### src/rtl/bit_serial_alu_seq.sv
`default_nettype none
// ============================================================================
// Module      : bit_serial_alu_seq
// Description : Multi-cycle bit-serial ALU sequencer. Accepts a full-width
//               operand pair and a 3-bit op, processes DIGIT bits per cycle
//               LSB first with a registered carry, and returns the assembled
//               result plus flags over a valid/ready handshake.
//
//   Op codes : 000 B | 001 0 | 010 A+B | 011 A-B (A+~B+1)
//              100 A&B | 101 A|B | 110 A^B | 111 0
//
//   Ports    : clk, reset (async, active-high)
//              in_valid/in_ready, in_a, in_b, in_op      - request side
//              out_valid/out_ready, out_result, out_zero,
//              out_neg, out_carry, out_ovf               - result side
//
//   Parameters : WIDTH (operand width), DIGIT (bits per cycle: 1,2,4,8,16)
//
//   Optional   : BIT_SERIAL_ALU_SHORTCUT_EN - ops 000/001/111 bypass the
//                serial walk and complete on the accept edge.
//
// Revision    : 1.0 - initial release
// ============================================================================
module bit_serial_alu_seq #(
  parameter int WIDTH = 64,
  parameter int DIGIT = 1
) (
  input  logic             clk,
  input  logic             reset,
  input  logic             in_valid,
  output logic             in_ready,
  input  logic [WIDTH-1:0] in_a,
  input  logic [WIDTH-1:0] in_b,
  input  logic [2:0]       in_op,
  output logic             out_valid,
  input  logic             out_ready,
  output logic [WIDTH-1:0] out_result,
  output logic             out_zero,
  output logic             out_neg,
  output logic             out_carry,
  output logic             out_ovf
);

  localparam int c_NUM_DIGITS = WIDTH / DIGIT;
  localparam int c_CNT_W      = $clog2(c_NUM_DIGITS) + 1;
  localparam logic [c_CNT_W-1:0] c_LAST_DIGIT = c_CNT_W'(c_NUM_DIGITS - 1);

  localparam logic [2:0] c_OP_PASSB = 3'b000;
  localparam logic [2:0] c_OP_ZERO0 = 3'b001;
  localparam logic [2:0] c_OP_ADD   = 3'b010;
  localparam logic [2:0] c_OP_SUB   = 3'b011;
  localparam logic [2:0] c_OP_AND   = 3'b100;
  localparam logic [2:0] c_OP_OR    = 3'b101;
  localparam logic [2:0] c_OP_XOR   = 3'b110;
  localparam logic [2:0] c_OP_ZERO1 = 3'b111;

  // Reject illegal configurations at elaboration time.
  generate
    if (!(DIGIT == 1 || DIGIT == 2 || DIGIT == 4 || DIGIT == 8 || DIGIT == 16)
        || (WIDTH % DIGIT != 0)) begin : g_bad_params
      $error("bit_serial_alu_seq: DIGIT must be 1,2,4,8,16 and divide WIDTH");
    end
  endgenerate

  typedef enum logic [1:0] {
    S_IDLE = 2'd0,
    S_RUN  = 2'd1,
    S_DONE = 2'd2
  } state_t;

  state_t             r_state;
  logic [WIDTH-1:0]   r_a;
  logic [WIDTH-1:0]   r_b;
  logic [2:0]         r_op;
  logic               r_carry;
  logic [c_CNT_W-1:0] r_cnt;
  logic [WIDTH-1:0]   r_res;
  logic               r_zero;
  logic               r_neg;
  logic               r_ovf;
  logic               r_out_valid;
  logic               r_in_ready;

  // --------------------------------------------------------------------------
  // Digit slice: operates on the low DIGIT bits of the A/B shift registers.
  // --------------------------------------------------------------------------
  logic [DIGIT-1:0]     w_ad;
  logic [DIGIT-1:0]     w_bd;
  logic [DIGIT-1:0]     w_bx;
  logic [DIGIT:0]       w_sum;
  logic [DIGIT-1:0]     w_dres;
  logic                 w_arith;
  logic                 w_cin_msb;
  logic [WIDTH+DIGIT-1:0] w_res_cat;
  logic [WIDTH-1:0]     w_res_next;
  logic                 w_short;

  assign w_ad    = r_a[DIGIT-1:0];
  assign w_bd    = r_b[DIGIT-1:0];
  assign w_arith = (r_op == c_OP_ADD) || (r_op == c_OP_SUB);
  // Subtraction is A + ~B with the carry register preloaded to 1.
  assign w_bx    = (r_op == c_OP_SUB) ? ~w_bd : w_bd;
  assign w_sum   = {1'b0, w_ad} + {1'b0, w_bx} + {{DIGIT{1'b0}}, r_carry};
  // Carry into the top bit of the digit, recovered from its sum bit.
  assign w_cin_msb = w_ad[DIGIT-1] ^ w_bx[DIGIT-1] ^ w_sum[DIGIT-1];

  always_comb begin
    w_dres = '0;
    case (r_op)
      c_OP_PASSB: w_dres = w_bd;
      c_OP_ADD,
      c_OP_SUB:   w_dres = w_sum[DIGIT-1:0];
      c_OP_AND:   w_dres = w_ad & w_bd;
      c_OP_OR:    w_dres = w_ad | w_bd;
      c_OP_XOR:   w_dres = w_ad ^ w_bd;
      default:    w_dres = '0;
    endcase
  end

  // New digit enters at the MSB end; after all digits the LSB digit has
  // travelled down to bit 0. The concatenation keeps the slice legal even
  // when WIDTH == DIGIT.
  assign w_res_cat  = {w_dres, r_res};
  assign w_res_next = w_res_cat[WIDTH+DIGIT-1:DIGIT];

`ifdef BIT_SERIAL_ALU_SHORTCUT_EN
  assign w_short = (in_op == c_OP_PASSB) || (in_op == c_OP_ZERO0) ||
                   (in_op == c_OP_ZERO1);
`else
  assign w_short = 1'b0;
`endif

  // --------------------------------------------------------------------------
  // Sequencer
  // --------------------------------------------------------------------------
  always_ff @(posedge clk or posedge reset) begin
    if (reset) begin
      r_state     <= S_IDLE;
      r_a         <= '0;
      r_b         <= '0;
      r_op        <= '0;
      r_carry     <= 1'b0;
      r_cnt       <= '0;
      r_res       <= '0;
      r_zero      <= 1'b0;
      r_neg       <= 1'b0;
      r_ovf       <= 1'b0;
      r_out_valid <= 1'b0;
      r_in_ready  <= 1'b1;
    end else begin
      case (r_state)
        S_IDLE: begin
          if (in_valid && r_in_ready) begin
            r_in_ready <= 1'b0;
            r_cnt      <= '0;
            r_ovf      <= 1'b0;
            if (w_short) begin
              // Pass-B and constant-zero ops need no serial walk.
              r_res       <= (in_op == c_OP_PASSB) ? in_b : '0;
              r_zero      <= (in_op == c_OP_PASSB) ? (in_b == '0) : 1'b1;
              r_neg       <= (in_op == c_OP_PASSB) ? in_b[WIDTH-1] : 1'b0;
              r_carry     <= 1'b0;
              r_out_valid <= 1'b1;
              r_state     <= S_DONE;
            end else begin
              r_a     <= in_a;
              r_b     <= in_b;
              r_op    <= in_op;
              r_carry <= (in_op == c_OP_SUB);
              r_zero  <= 1'b0;
              r_neg   <= 1'b0;
              r_state <= S_RUN;
            end
          end
        end

        S_RUN: begin
          r_a   <= r_a >> DIGIT;
          r_b   <= r_b >> DIGIT;
          r_res <= w_res_next;
          r_cnt <= r_cnt + c_CNT_W'(1);
          // Logic/pass ops leave the carry at its preload value (0).
          if (w_arith) begin
            r_carry <= w_sum[DIGIT];
          end
          if (r_cnt == c_LAST_DIGIT) begin
            r_ovf       <= w_arith ? (w_cin_msb ^ w_sum[DIGIT]) : 1'b0;
            r_zero      <= (w_res_next == '0);
            r_neg       <= w_res_next[WIDTH-1];
            r_out_valid <= 1'b1;
            r_state     <= S_DONE;
          end
        end

        S_DONE: begin
          // Return to IDLE first; a new request is taken the next cycle.
          if (out_ready) begin
            r_out_valid <= 1'b0;
            r_in_ready  <= 1'b1;
            r_state     <= S_IDLE;
          end
        end

        default: begin
          r_out_valid <= 1'b0;
          r_in_ready  <= 1'b1;
          r_state     <= S_IDLE;
        end
      endcase
    end
  end

  assign in_ready   = r_in_ready;
  assign out_valid  = r_out_valid;
  assign out_result = r_res;
  assign out_zero   = r_zero;
  assign out_neg    = r_neg;
  assign out_carry  = r_carry;
  assign out_ovf    = r_ovf;

endmodule
`default_nettype wire

### config.mk
export PLATFORM = sky130hd
export DESIGN_NAME = bit_serial_alu_seq
export DESIGN_NICKNAME = d
export VERILOG_FILES = /design/src/rtl/bit_serial_alu_seq.sv
export SDC_FILE = /design/constraint.sdc
export NUM_CORES = 1
export LEC_CHECK = 0
export ABC_CLOCK_PERIOD_IN_PS = 16800
export BUFFER_PORTS_ARGS = -buffer_cell sky130_fd_sc_hd__buf_2
export CAP_MARGIN = 20
export CORE_ASPECT_RATIO = 1.2
export CORE_UTILIZATION = 45
export DETAILED_ROUTE_END_ITERATION = 8
export PLACE_DENSITY_LB_ADDON = 0.1
export RECOVER_POWER = 100
export SLEW_MARGIN = 0
export SYNTH_ARGS = -nofsm -noshare
export SYNTH_HDL_FRONTEND = slang
export SYNTH_SLANG_ARGS = --single-unit
### constraint.sdc
create_clock -name clk -period 16.8 [get_ports clk]
set_clock_uncertainty 0.15 [all_clocks]
set_input_delay 3.36 -clock clk [delete_from_list [all_inputs] [get_ports clk]]
set_output_delay 3.36 -clock clk [all_outputs]
set_load 0.03 [all_outputs]
=== Word level (Yosys, flattened, before mapping) ===
Index checks and enable logic that the tools add are counted.

* Output and inout bits: 70
* Register bits after elaboration: 210
* Input port bits: 135
* Word-level logic and storage cells: 79

* Bitwise operators: 9
* Reduce and logical (&&, ||, !) cells: 14
* Muxes and demuxes: 28
* Add/subtract/negate cells: 3
* Equal/unequal tests: 13

{| class="wikitable"
|+ Operators with widths
! cell !! count
|-
| $pmux W64 S2 || 2
|-
| $mux W64 || 2
|-
| $logic_not A64 Y1 || 1
|-
| $reduce_and A3 Y1 || 5
|-
| $pmux W7 S2 || 1
|-
| $mux W1 || 11
|-
| $eq A3 B2 Y1 const B || 3
|-
| $eq A3 B3 Y1 const B || 3
|-
| $ne A2 B2 Y1 const B || 4
|-
| $pmux W1 S2 || 4
|-
| $add A7 B1 Y7 const B || 1
|-
| $eq A7 B6 Y1 const B || 1
|-
| $mux W7 || 1
|-
| $mux W2 || 3
|-
| $pmux W1 S3 || 2
|-
| $pmux W2 S3 || 1
|-
| $pmux W1 S5 || 1
|-
| $reduce_and A2 Y1 || 2
|-
| $xor A1 B1 Y1 || 4
|-
| $logic_not A3 Y1 || 1
|-
| $not A1 Y1 || 3
|-
| $add A1 B1 Y2 || 1
|-
| $add A2 B1 Y2 || 1
|-
| $eq A2 B1 Y1 const B || 1
|-
| other kinds (8) || 8
|}

=== Logic depth before layout (Yosys ltp) ===
Gate-level depths: netlist of the first run.

* Depth after elaboration: 9
* Depth in mapped cells: 7
* Mapped depth without buffers: 7

=== Worst setup path before layout of the first run ===
No wires, ideal clock.

* Path kind: input to register
* Start: in in_valid
* End: reg r_a[61]
* Path slack: 12.242 ns
* Data required time: 16.585 ns
* Setup time: 0.065 ns
* Data arrival time: 4.343 ns
* Path buffers: 3
* Stages on the path: 7
* Cell sequence: nor4bb_1 > buf_2 > nor2_2 > buf_2 > buf_2 > nand2_1 > nand2_1

* Cells in the longest elaborated chain, start to end: 3

{| class="wikitable"
|+ Ends and longest elaborated chain
! what !! line !! RTL
|-
| start, declared || 30 || <nowiki>input logic in_valid,</nowiki>
|-
| $logic_and A1 B1 Y1 || 153 || <nowiki>if (in_valid && r_in_ready) begin</nowiki>
|-
| $ne A2 B2 Y1 (no line) || - ||
|-
| $reduce_and A2 Y1 (no line) || - ||
|-
| end signal, assigned || 166 || <nowiki>r_a <= in_a;</nowiki>
|-
| end signal, assigned || 178 || <nowiki>r_a <= r_a >> DIGIT;</nowiki>
|-
| end, declared || 72 || <nowiki>logic [WIDTH-1:0] r_a;</nowiki>
|}

No other way between the ends.
A chain may end at the register's enable or synchronous reset.

=== Worst setup path after layout of the first run ===
* Start: in in_valid
* End: reg r_a[3]

Same word-level chain as after synthesis.

==> summary.txt, run 1 <==
Status
  – Status: finished with violations
  – Violated checks: max-capacitance violations, max-slew violations

Yosys
  – Top post-synthesis cells by area: dfrtp_1 59%, nand2_1 20%, a22oi_1 11%
  – Synth unique cells: 42
  – Post-synth top flop: dfrtp_1
  – Async SR Flop Fraction: 100%
  – Synth area leader: dfrtp_1
  – YS warnings: 0
  – Post-synth top area share: 59.4%
  – Number of synthesized flops with an enable pin: 0
  – Post-synthesis net count: 1089
  – Mapped cell area: 8810 um2
  – Register area share after synthesis: 59.7%
  – Mapped Cells: 949
  – Post-synthesis average cell area: 9.28 um2
  – Yosys reg bits: 210

Timing
  – # setup viols final: 0
  – Setup tns final: 0 ps
  – Final worst path period share: 57.3%
  – Period minus WS final: 9630 ps
  – Slew Limit Headroom: -316%
  – Fmax: 104 MHz
  – RSZ-0062 raised after global routing: no
  – Slew @ Worst Pin: 6200 ps
  – Hold Vio Cnt, Final: 0
  – Hold slack: 323 ps
  – Final Max Slew Viols: 540

Drt
  – DR pass1 iterations: 5
  – Metal3 WL: 1430 um
  – Routed length on met2: 10000 um
  – Vias: 7225
  – Residual DRC: 0
  – Post-DR wirelength/cell: 15.1 um
  – DR vias/cell: 5.16
  – Routed wire length: 21200 um
  – Drt initial violations: 398
  – M1 WL: 9270 um
  – Top Metal Used: met5
  – ANT nets after route: 0

Min path
  – Worst Hold Path Cells: 2
  – Min-delay worst type: reg2reg
  – Hold Path End: r_a[2]
  – Min-Delay Startpoint: r_a[2]

Clock tree
  – Clock Latency Late Sink: 500 ps
  – Sinks on Clock Net: 210
  – CTS H-Tree Depth: 1
  – Clock tree root buffer cell: clkbuf_16
  – Post-CTS setup buffer count: 0
  – TritonCTS clock tree: yes
  – Post-CTS sizing: 0
  – Clk buf depth: 3
  – TritonCTS Buffers: 22
  – Hold buffer count at cts: 0
  – Clk slew on worst S/H paths: 60 ps

Global route
  – Largest net degree at the start of global routing: 143
  – Vias in the first global route: 6740
  – Total GRT Usage: 20.9%
  – GRT overflow: 0
  – Global-route wire length before repair: 34100 um
  – Initial antenna violation count: 6

Power and ir drop
  – Worst IR drop on VDD: 0.0843 mV
  – Static Leakage: 5.67 nW
  – PwrDens: 158 nW/um2

Critical path
  – Kind of end point of the critical path: register
  – CP max stage cell: clkbuf_1
  – Crit-path leading delay family: buffers and inverters
  – Crit-path max cell delay: 2740 ps
  – Worst R2R End: r_a[3]
  – Buf/Inv on CP: 3
  – Startpoint types: input port
  – WP data required: 17070 ps
  – Setup slack, reg-to-reg: 9650 ps
  – CP cell instances: clkbuf_1, nor4bb_1, clkbuf_1, nor2_1, clkbuf_1, nand2_1, nand2_1
  – Data arrival, critical path: 9910 ps
  – Most used cell, CP: clkbuf_1
  – Worst-path fanout max: 91
  – Reg2Reg Depth: 6
  – WS Path Type: in2reg
  – R2r startpoint: r_state[0]

Layout
  – Share of cells above drive strength 1: 14.9%
  – Number of fill cells in the layout: 1790
  – Area growth syn-to-layout: 19.9%
  – Fin nets: 1265
  – Final instance area: 10600 um2

Floorplan
  – Starting Density: 46.4%
  – Die H: 155 um
  – Area of the die: 20100 um2
  – Row cnt: 55
  – I/O Pins: 205
  – Core area: 19000 um2
  – Die X: 130 um

Flow run
  – Max Cap Violations: 7

Placed design
  – GP Congestion: 0.741
  – DP Area: 9990 um2
  – IO buf count: 204
  – DP Wirelength: 13100 um
## where the power goes
group	total (W)	leakage [nW]	switching [W]	internal, W
Sequential	0.000734	2.87	0.0000968	0.000637
Combinational	0.000452	2.46	0.000317	0.000135
Clock	0.000481	0.345	0.000197	0.000284
Total	0.00167	5.67	0.000611	0.00106
## flip-flops by register name (all words and copies together) (netlist names)
register / count
r_cnt: 7
r_op: 3
out_result: 64
in_ready: 1
out_carry: 1
r_state: 2
out_zero: 1
r_b: 64
r_a: 64
out_valid: 1
out_neg: 1
out_ovf: 1
## logic make-up after synthesis
kind of cell / count (synthesis) / share of synthesized area (%)
compound gates: 150 / 12.7
xor+xnor: 5 / 0.497
fa+ha+maj: 5 / 0.795
buf+inv: 65 / 3.11
flops: 210 / 59.7
simple gates: 514 / 23.3
## cells in the mapped netlist (2+ instances only)
| cell type | number |
|---|---|
| nand4_1 | 5 |
| a211oi_1 | 2 |
| buf_1 | 11 |
| clkbuf_1 | 24 |
| nand2_1 | 463 |
| buf_2 | 24 |
| xor2_1 | 2 |
| o21ai_0 | 8 |
| nor3_1 | 6 |
| a22oi_1 | 124 |
| inv_1 | 6 |
| a21oi_1 | 2 |
| nor2_1 | 6 |
| ha_1 | 4 |
| nand3_1 | 6 |
| nor3b_1 | 2 |
| o21ai_1 | 2 |
| dfrtp_1 | 209 |
| nor2b_1 | 3 |
| o31ai_1 | 2 |
| xnor2_1 | 3 |
| nor4_1 | 14 |
| a221o_1 | 2 |
## cell usage in the layout (no fill, tap or decap), types with 3 or more instances in the layout
| cell type | synthesis | final |
|---|---|---|
| a22oi_1 | 124 | 124 |
| buf_2 | 24 | 132 |
| buf_4 | 0 | 3 |
| clkbuf_1 | 24 | 85 |
| clkbuf_16 | 0 | 23 |
| clkbuf_8 | 0 | 4 |
| dfrtp_1 | 209 | 209 |
| diode_2 | 0 | 5 |
| ha_1 | 4 | 4 |
| inv_1 | 6 | 5 |
| nand2_1 | 463 | 463 |
| nand3_1 | 6 | 6 |
| nand4_1 | 5 | 5 |
| nor2_1 | 6 | 7 |
| nor2b_1 | 3 | 3 |
| nor3_1 | 6 | 6 |
| nor4_1 | 14 | 14 |
| o21ai_0 | 8 | 10 |
| xnor2_1 | 3 | 3 |
## worst reg2reg max path: stages, from the launching register on
cell      delay [ps]
dfrtp_1          500
nor4bb_1         100
clkbuf_1        1030
nor2_1          2100
clkbuf_1        2740
nand2_1          280
nand2_1          180
## per-stage QoR
stage	std cells	power [W]	setup slack, ps	utilization [%]
final	1401	0.00167	7170	55.6
after global routing	1399	0.00177	6240	55.6
after CTS	1396	0.00170	11290	56.3
after detailed placement	1357	0.00121	10790	52.6
after global placement	1357	0.00120	10800	52.6
after floorplan	949	0.00107	7550	-
## worst max-delay path by stage
stage                        start        end  slack (ps)  cells after the start
final                     in_valid     r_a[3]        7170                      7
after floorplan              reset  out_carry        7550                      1
after global routing      in_valid    r_b[36]        6240                      7
after global placement    in_valid     r_b[1]       10800                      7
after CTS                 in_valid     r_a[3]       11290                      7
after detailed placement  in_valid    r_a[12]       10790                      7
## area by class of cell
class | instances | area, um2 | area share [%]
Antenna cell | 5 | 12.5 | 0.118
Sequential cell | 210 | 5260 | 49.8
Clock buffer | 36 | 664 | 6.29
Clock inverter | 3 | 40.0 | 0.379
Inverter | 6 | 23.8 | 0.225
Tap cell | 256 | 320 | 3.03
Timing Repair Buffer | 211 | 968 | 9.17
Multi-Input combinational cell | 674 | 3280 | 31.0
## routing by layer
metal	global-route usage (%)	vias up
met2	31.9	183
li1	-	3538
met3	5.54	41
met1	28.9	3461
met5	0	-
met4	7.20	2
(Power assumes the default switching activity.)
==> run 2, diff against run 1 <==
--- a/config.mk
+++ b/config.mk
@@ -5,7 +5,7 @@
 export SDC_FILE = /design/constraint.sdc
 export NUM_CORES = 1
 export LEC_CHECK = 0
-export ABC_CLOCK_PERIOD_IN_PS = 16800
+export ABC_CLOCK_PERIOD_IN_PS = 7800
 export BUFFER_PORTS_ARGS = -buffer_cell sky130_fd_sc_hd__buf_2
 export CAP_MARGIN = 20
 export CORE_ASPECT_RATIO = 1.2
==> constraint.sdc (replaced) <==
create_clock -name clk -period 7.8 [get_ports clk]
set_clock_uncertainty 0.15 [all_clocks]
set_input_delay 1.56 -clock clk [delete_from_list [all_inputs] [get_ports clk]]
set_output_delay 1.56 -clock clk [all_outputs]
set_load 0.03 [all_outputs]
==> run 2 against run 1 <==
  * The flow still finishes with violations (max-capacitance violations, max-slew violations)
  * Clock-buffer cell count down 2
  * Routed wire length down 1.0%
  * Critical path depth is 3 lower
  * Non-clock buffer count unchanged
  * Final cell count grew 0.14%
  * Utilization up 0.70 points
  * Combinational power up 120%
  * Hold slack lost 0.83 ps
  * Via count decreased by 0.65%
  * Setup slack got worse by 4600 ps
  * Clock power up 140%
  * First-iteration DRC count increased by 25%
  * Largest cell class unchanged
  * Largest power group unchanged
==> summary.txt, run 2 (same netlist as run 1, synthesis figures left out) <==
Floorplan
  – I/O Pins: 205 (unchanged)
  – Die H: 155 um (unchanged)
  – Core area: 19000 um2 (unchanged)
  – Area of the die: 20100 um2 (unchanged)
  – Row cnt: 55 (unchanged)
  – Starting Density: 46.4% (unchanged)
  – Die X: 130 um (unchanged)

Status
  – Violated checks: max-capacitance violations, max-slew violations
  – Status: finished with violations

Timing
  – RSZ-0062 raised after global routing: no
  – # setup viols final: 0 (unchanged)
  – Final Max Slew Viols: 268 (-50%)
  – Final worst path period share: 67.1%
  – Slew Limit Headroom: -107% (+210 points)
  – Setup tns final: 0 ps (unchanged)
  – Hold Vio Cnt, Final: 0 (unchanged)
  – Period minus WS final: 5240 ps
  – Slew @ Worst Pin: 3100 ps (-3100 ps)
  – Fmax: 191 MHz

Critical path
  – Startpoint types: register
  – CP cell instances: nor2b_1, clkbuf_2, nand2_1, o21ai_0
  – Buf/Inv on CP: 1 (-2)
  – Kind of end point of the critical path: register
  – Worst-path fanout max: 85 (-6.6%)
  – WP data required: 8060 ps (-9010 ps)
  – Data arrival, critical path: 5490 ps (-4420 ps)
  – CP max stage cell: nor2b_1
  – Crit-path leading delay family: simple AND/OR/NAND/NOR gates
  – Crit-path max cell delay: 2340 ps (-400 ps)
  – WS Path Type: reg2reg

Layout
  – Most frequent cells in the layout: 463 x nand2_1, 209 x dfrtp_1, 131 x buf_2
  – Number of fill cells in the layout: 1837 (+2.6%)
  – Storage cell area: 5260 um2 (unchanged)
  – Fin nets: 1266 (+0.079%)
  – Area growth syn-to-layout: 21.4%
  – Share of cells above drive strength 1: 15.7% (+0.78 points)
  – Leading cell type in the layout, fill and taps excluded: nand2_1
  – Multi-input combinational cell area: 3290 um2 (+0.23%)

Power and ir drop
  – PwrDens: 348 nW/um2 (+120%)
  – Power Total: 0.00372 W (+120%)
  – Static Leakage: 5.74 nW (+1.3%)
  – Worst IR drop on VDD: 0.160 mV (+90%)

Clock tree
  – CTS H-Tree Depth: 1 (unchanged)
  – Sinks on Clock Net: 210 (unchanged)
  – Clock Latency Late Sink: 490 ps (about the same)
  – Hold buffer count at cts: 0 (unchanged)
  – TritonCTS Buffers: 23 (+4.5%)
  – Post-CTS sizing: 0 (unchanged)
  – Post-CTS setup buffer count: 0 (unchanged)
  – Clk buf depth: 3 (unchanged)
  – TritonCTS clock tree: yes
  – Clock tree root buffer cell: clkbuf_16
  – Clk slew on worst S/H paths: 60 ps (about the same)

Drt
  – DR pass1 iterations: 7 (+2)
  – Drt initial violations: 498 (+25%)
  – Top Metal Used: met5
  – ANT nets after route: 0 (unchanged)
  – Vias: 7178 (-0.65%)
  – DR vias/cell: 5.12 (-0.79%)
  – Routed wire length: 21000 um (-1.0%)
  – Post-DR wirelength/cell: 15.0 um (-1.2%)
  – Routed length on met2: 9620 um (-3.9%)
  – Residual DRC: 0 (unchanged)
  – Metal3 WL: 1300 um (-8.9%)
  – M1 WL: 9530 um (+2.8%)

Global route
  – Largest net degree at the start of global routing: 143 (unchanged)
  – Global-route wire length before repair: 34200 um (+0.24%)
  – Initial antenna violation count: 6 (unchanged)
  – Vias in the first global route: 6845 (+1.6%)
  – Total GRT Usage: 20.9% (-0.033 points)
  – GRT overflow: 0 (unchanged)

Placed design
  – GP Congestion: 0.743 (+0.27%)
  – IO buf count: 204 (unchanged)
  – DP Wirelength: 13000 um (-0.80%)

Flow run
  – Max Cap Violations: 4 (-3)

Min path
  – Min-delay worst type: reg2reg
run 2: worst reg2reg max path: stages (launching register included):
cell	delay, ps
dfrtp_1	500
nor2b_1	2340
clkbuf_2	1530
nand2_1	390
o21ai_0	250
run 2: metal layers:
metal / global-route usage, % / vias to the layer above
met2: 32.5 / 178
met4: 6.48 / 2
met3: 5.02 / 39
li1: - / 3544
met5: 0 / -
met1: 28.9 / 3415
run 2: per-stage QoR:
step	utilization [%]	instance area [um2]	instances	setup slack [ps]	hold slack (ps)
final	56.3	10700	1403	2560	322
after global routing	56.3	10700	1401	1990	342
after CTS	56.9	10800	1397	4050	323
after detailed placement	52.6	9990	1357	3570	309
after global placement	52.6	9990	1357	3590	304
after floorplan	-	8810	949	354	296
run 2: layout make-up:
cell class,count,share of cell area [%]
Clock inverter,6,1.22
Clock buffer,34,6.42
Timing Repair Buffer,211,9.10
Inverter,6,0.281
Tap cell,256,2.99
Antenna cell,6,0.140
Multi-Input combinational cell,674,30.7
Sequential cell,210,49.1
run 2: where the power goes:
part	switching [W]	total [W]	internal, W
clock	0.000426	0.00116	0.000738
sequential	0.000208	0.00158	0.00137
combinational	0.000686	0.000975	0.000290
run 2: final timing paths:
| check | start | to | slack (ps) | depth (start not counted) |
|---|---|---|---|---|
| max | r_state[0] | out_neg | 2560 | 4 |
| min | r_a[33] | r_a[33] | 320 | 2 |
| max reg2reg | r_state[0] | out_neg | 2560 | 4 |
| min reg2reg | r_a[33] | r_a[33] | 320 | 2 |
| max in group asynchronous | reset | r_b[30] | 4860 | 3 |
| min in group asynchronous | reset | out_result[46] | 1160 | 2 |
==> run 3, diff against run 2 <==
--- a/config.mk
+++ b/config.mk
@@ -5,7 +5,7 @@
 export SDC_FILE = /design/constraint.sdc
 export NUM_CORES = 1
 export LEC_CHECK = 0
-export ABC_CLOCK_PERIOD_IN_PS = 7800
+export ABC_CLOCK_PERIOD_IN_PS = 4800
 export BUFFER_PORTS_ARGS = -buffer_cell sky130_fd_sc_hd__buf_2
 export CAP_MARGIN = 20
 export CORE_ASPECT_RATIO = 1.2
==> constraint.sdc (replaced) <==
create_clock -name clk -period 4.8 [get_ports clk]
set_clock_uncertainty 0.15 [all_clocks]
set_input_delay 0.96 -clock clk [delete_from_list [all_inputs] [get_ports clk]]
set_output_delay 0.96 -clock clk [all_outputs]
set_load 0.03 [all_outputs]
==> run 3 against run 2 <==
  * The run still ends with max-capacitance violations, max-slew violations left
  * Utilization is 0.13 points lower
  * Critical path type unchanged
  * Cell area is 0.22% lower
  * Critical endpoint is now r_a[0]
  * Sequential share of layout area is 0.11 points higher
  * Combinational power is 63% higher
  * Clock power is 53% higher
  * Critical path depth is 1 higher
==> summary.txt, run 3 (same netlist as run 1, synthesis figures left out) <==
Placed design
  – DP Wirelength: 12600 um (-2.7%)
  – GP Congestion: 0.763 (+2.8%)
  – Post-Place Cells: 1359 (+0.15%)
  – Pre-CTS WS: 1420 ps (-2150 ps)
  – IO buf count: 204 (unchanged)

Clock tree
  – TritonCTS Buffers: 22 (-4.3%)
  – Post-CTS sizing: 0 (unchanged)
  – Clk buf depth: 3 (unchanged)
  – Clk slew on worst S/H paths: 60 ps (about the same)
  – Post-CTS setup buffer count: 0 (unchanged)
  – CTS H-Tree Depth: 1 (unchanged)
  – TritonCTS clock tree: yes
  – Clock tree root buffer cell: clkbuf_16
  – Clock Latency Late Sink: 500 ps (about the same)
  – Sinks on Clock Net: 210 (unchanged)
  – Hold buffer count at cts: 0 (unchanged)

Timing
  – Hold Vio Cnt, Final: 0 (unchanged)
  – # setup viols final: 0 (unchanged)
  – Period minus WS final: 3580 ps (-1660 ps)
  – Slew Limit Headroom: -56.6% (+50 points)
  – Slew @ Worst Pin: 2350 ps (-750 ps)
  – Setup tns final: 0 ps (unchanged)
  – Worst setup margin: 1220 ps (-1340 ps)
  – RSZ-0062 raised after global routing: no
  – Fmax: 280 MHz (+46%)
  – Final Max Slew Viols: 245 (-8.6%)
  – Final worst path period share: 74.5% (+7.4 points)

Global route
  – Vias in the first global route: 6733 (-1.6%)
  – Met1 usage: 28.7% (-0.26 points)
  – Global-route wire length before repair: 33800 um (-1.2%)
  – Initial antenna violation count: 3 (-3)
  – Total GRT Usage: 20.7% (-0.23 points)
  – Met2 Resource Use GR: 32.6% (+0.15 points)
  – Largest net degree at the start of global routing: 200 (+40%)
  – GRT overflow: 0 (unchanged)
  – GR peak layer: met2
  – M3 GR Usage: 5.12% (+0.10 points)

Critical path
  – WS Path Type: reg2reg
  – WP data required: 5030 ps (-3030 ps)
  – R2r startpoint: in_ready
  – Setup slack, reg-to-reg: 1220 ps (-1340 ps)
  – Worst-path fanout max: 73 (-14%)
  – Crit. Startpoint: in_ready
  – Startpoint types: register
  – Worst setup endpoint: r_a[0]
  – Kind of end point of the critical path: register
  – Worst R2R End: r_a[0]
  – Data arrival, critical path: 3800 ps (-1690 ps)
  – Reg2Reg Depth: 5 (+1)

Drt
  – Post-DR wirelength/cell: 14.8 um (-0.98%)
  – Residual DRC: 0 (unchanged)
  – Vias: 7129 (-0.68%)
  – ANT nets after route: 0 (unchanged)
  – DR pass1 iterations: 6 (-1)
  – DR vias/cell: 5.09 (-0.47%)
  – Routed wire length: 20700 um (-1.2%)
  – Drt initial violations: 472 (-5.2%)

Floorplan
  – Starting Density: 46.4% (unchanged)
  – Die H: 155 um (unchanged)
  – Die X: 130 um (unchanged)
  – Row cnt: 55 (unchanged)
  – Core area: 19000 um2 (unchanged)
  – Area of the die: 20100 um2 (unchanged)
  – I/O Pins: 205 (unchanged)

Power and ir drop
  – Worst IR drop on VDD: 0.292 mV (+83%)
  – Power Total: 0.00594 W (+60%)
  – PwrDens: 556 nW/um2 (+60%)
  – Static Leakage: 5.73 nW (-0.12%)

Layout
  – Area growth syn-to-layout: 21.2%
  – Final Non-Filler Cells: 1400 (-0.21%)
  – Most frequent cells in the layout: 463 x nand2_1, 209 x dfrtp_1, 134 x buf_2
  – Share of cells above drive strength 1: 16.1% (+0.41 points)
  – Fin nets: 1267 (+0.079%)
  – Leading cell type in the layout, fill and taps excluded: nand2_1
  – Number of fill cells in the layout: 1779 (-3.2%)

Flow run
  – Max Cap Violations: 2 (-2)

Min path
  – Min-delay worst type: reg2reg

Status
  – Status: finished with violations
  – Violated checks: max-capacitance violations, max-slew violations
## run 3: changes by cell type in the layout (fill, tap and decap cells not counted), moves of 3 or more
cell,delta
clkinv_2,+3
clkbuf_8,-4
diode_2,-5
clkbuf_1,-3
buf_2,+3
## run 3: where the power goes
group / switching (W) / total [W] / internal [W]
clock: 0.000697 / 0.00178 / 0.00109
sequential: 0.000339 / 0.00257 / 0.00223
combinational: 0.00111 / 0.00159 / 0.000478
total: 0.00215 / 0.00594 / 0.00379
## run 3: area by class of cell
type,count,area [um2],area share (%)
flip-flops and latches,210,5260,49.2
multi-input cells,674,3300,30.9
repair buffers,213,1010,9.44
clock buffers,30,632,5.92
well taps,256,320,3.00
clock inverters,10,131,1.23
inverters,6,23.8,0.223
diodes,1,2.50,0.0234
## run 3: how the worst min path moves through the flow
stage	startpoint	endpoint	slack, ps	cells after the start
4_1_cts	out_result[0]	out_result[0]	320	2
3_3_place_gp	out_result[0]	out_result[0]	300	2
6_report	out_result[0]	out_result[0]	320	2
2_1_floorplan	r_a[10]	r_a[10]	300	2
3_5_place_dp	out_result[0]	out_result[0]	310	2
5_1_grt	out_result[0]	out_result[0]	350	2
## run 3: stage by stage
stage | cell area [um2] | util, % | hold WS (ps)
floorplan | 8810 | - | 296
global placement | 10000 | 52.8 | 304
detailed placement | 10000 | 52.8 | 309
CTS | 10800 | 56.8 | 324
global route | 10700 | 56.2 | 345
finish | 10700 | 56.2 | 325
## run 3: critical path, cell delays in order (launching register included)
cell and delay (ps):
dfstp_1 580, nor4bb_4 400, buf_4 590, clkbuf_2 1170, nor3_1 100, a221o_1 340
## run 3: routing by layer
metal  share of wire [%]  up-vias
met5                0.12        -
met1                  44     3402
met3                 6.3       23
met2                  48      157
li1                    -     3543
met4                 1.3        4
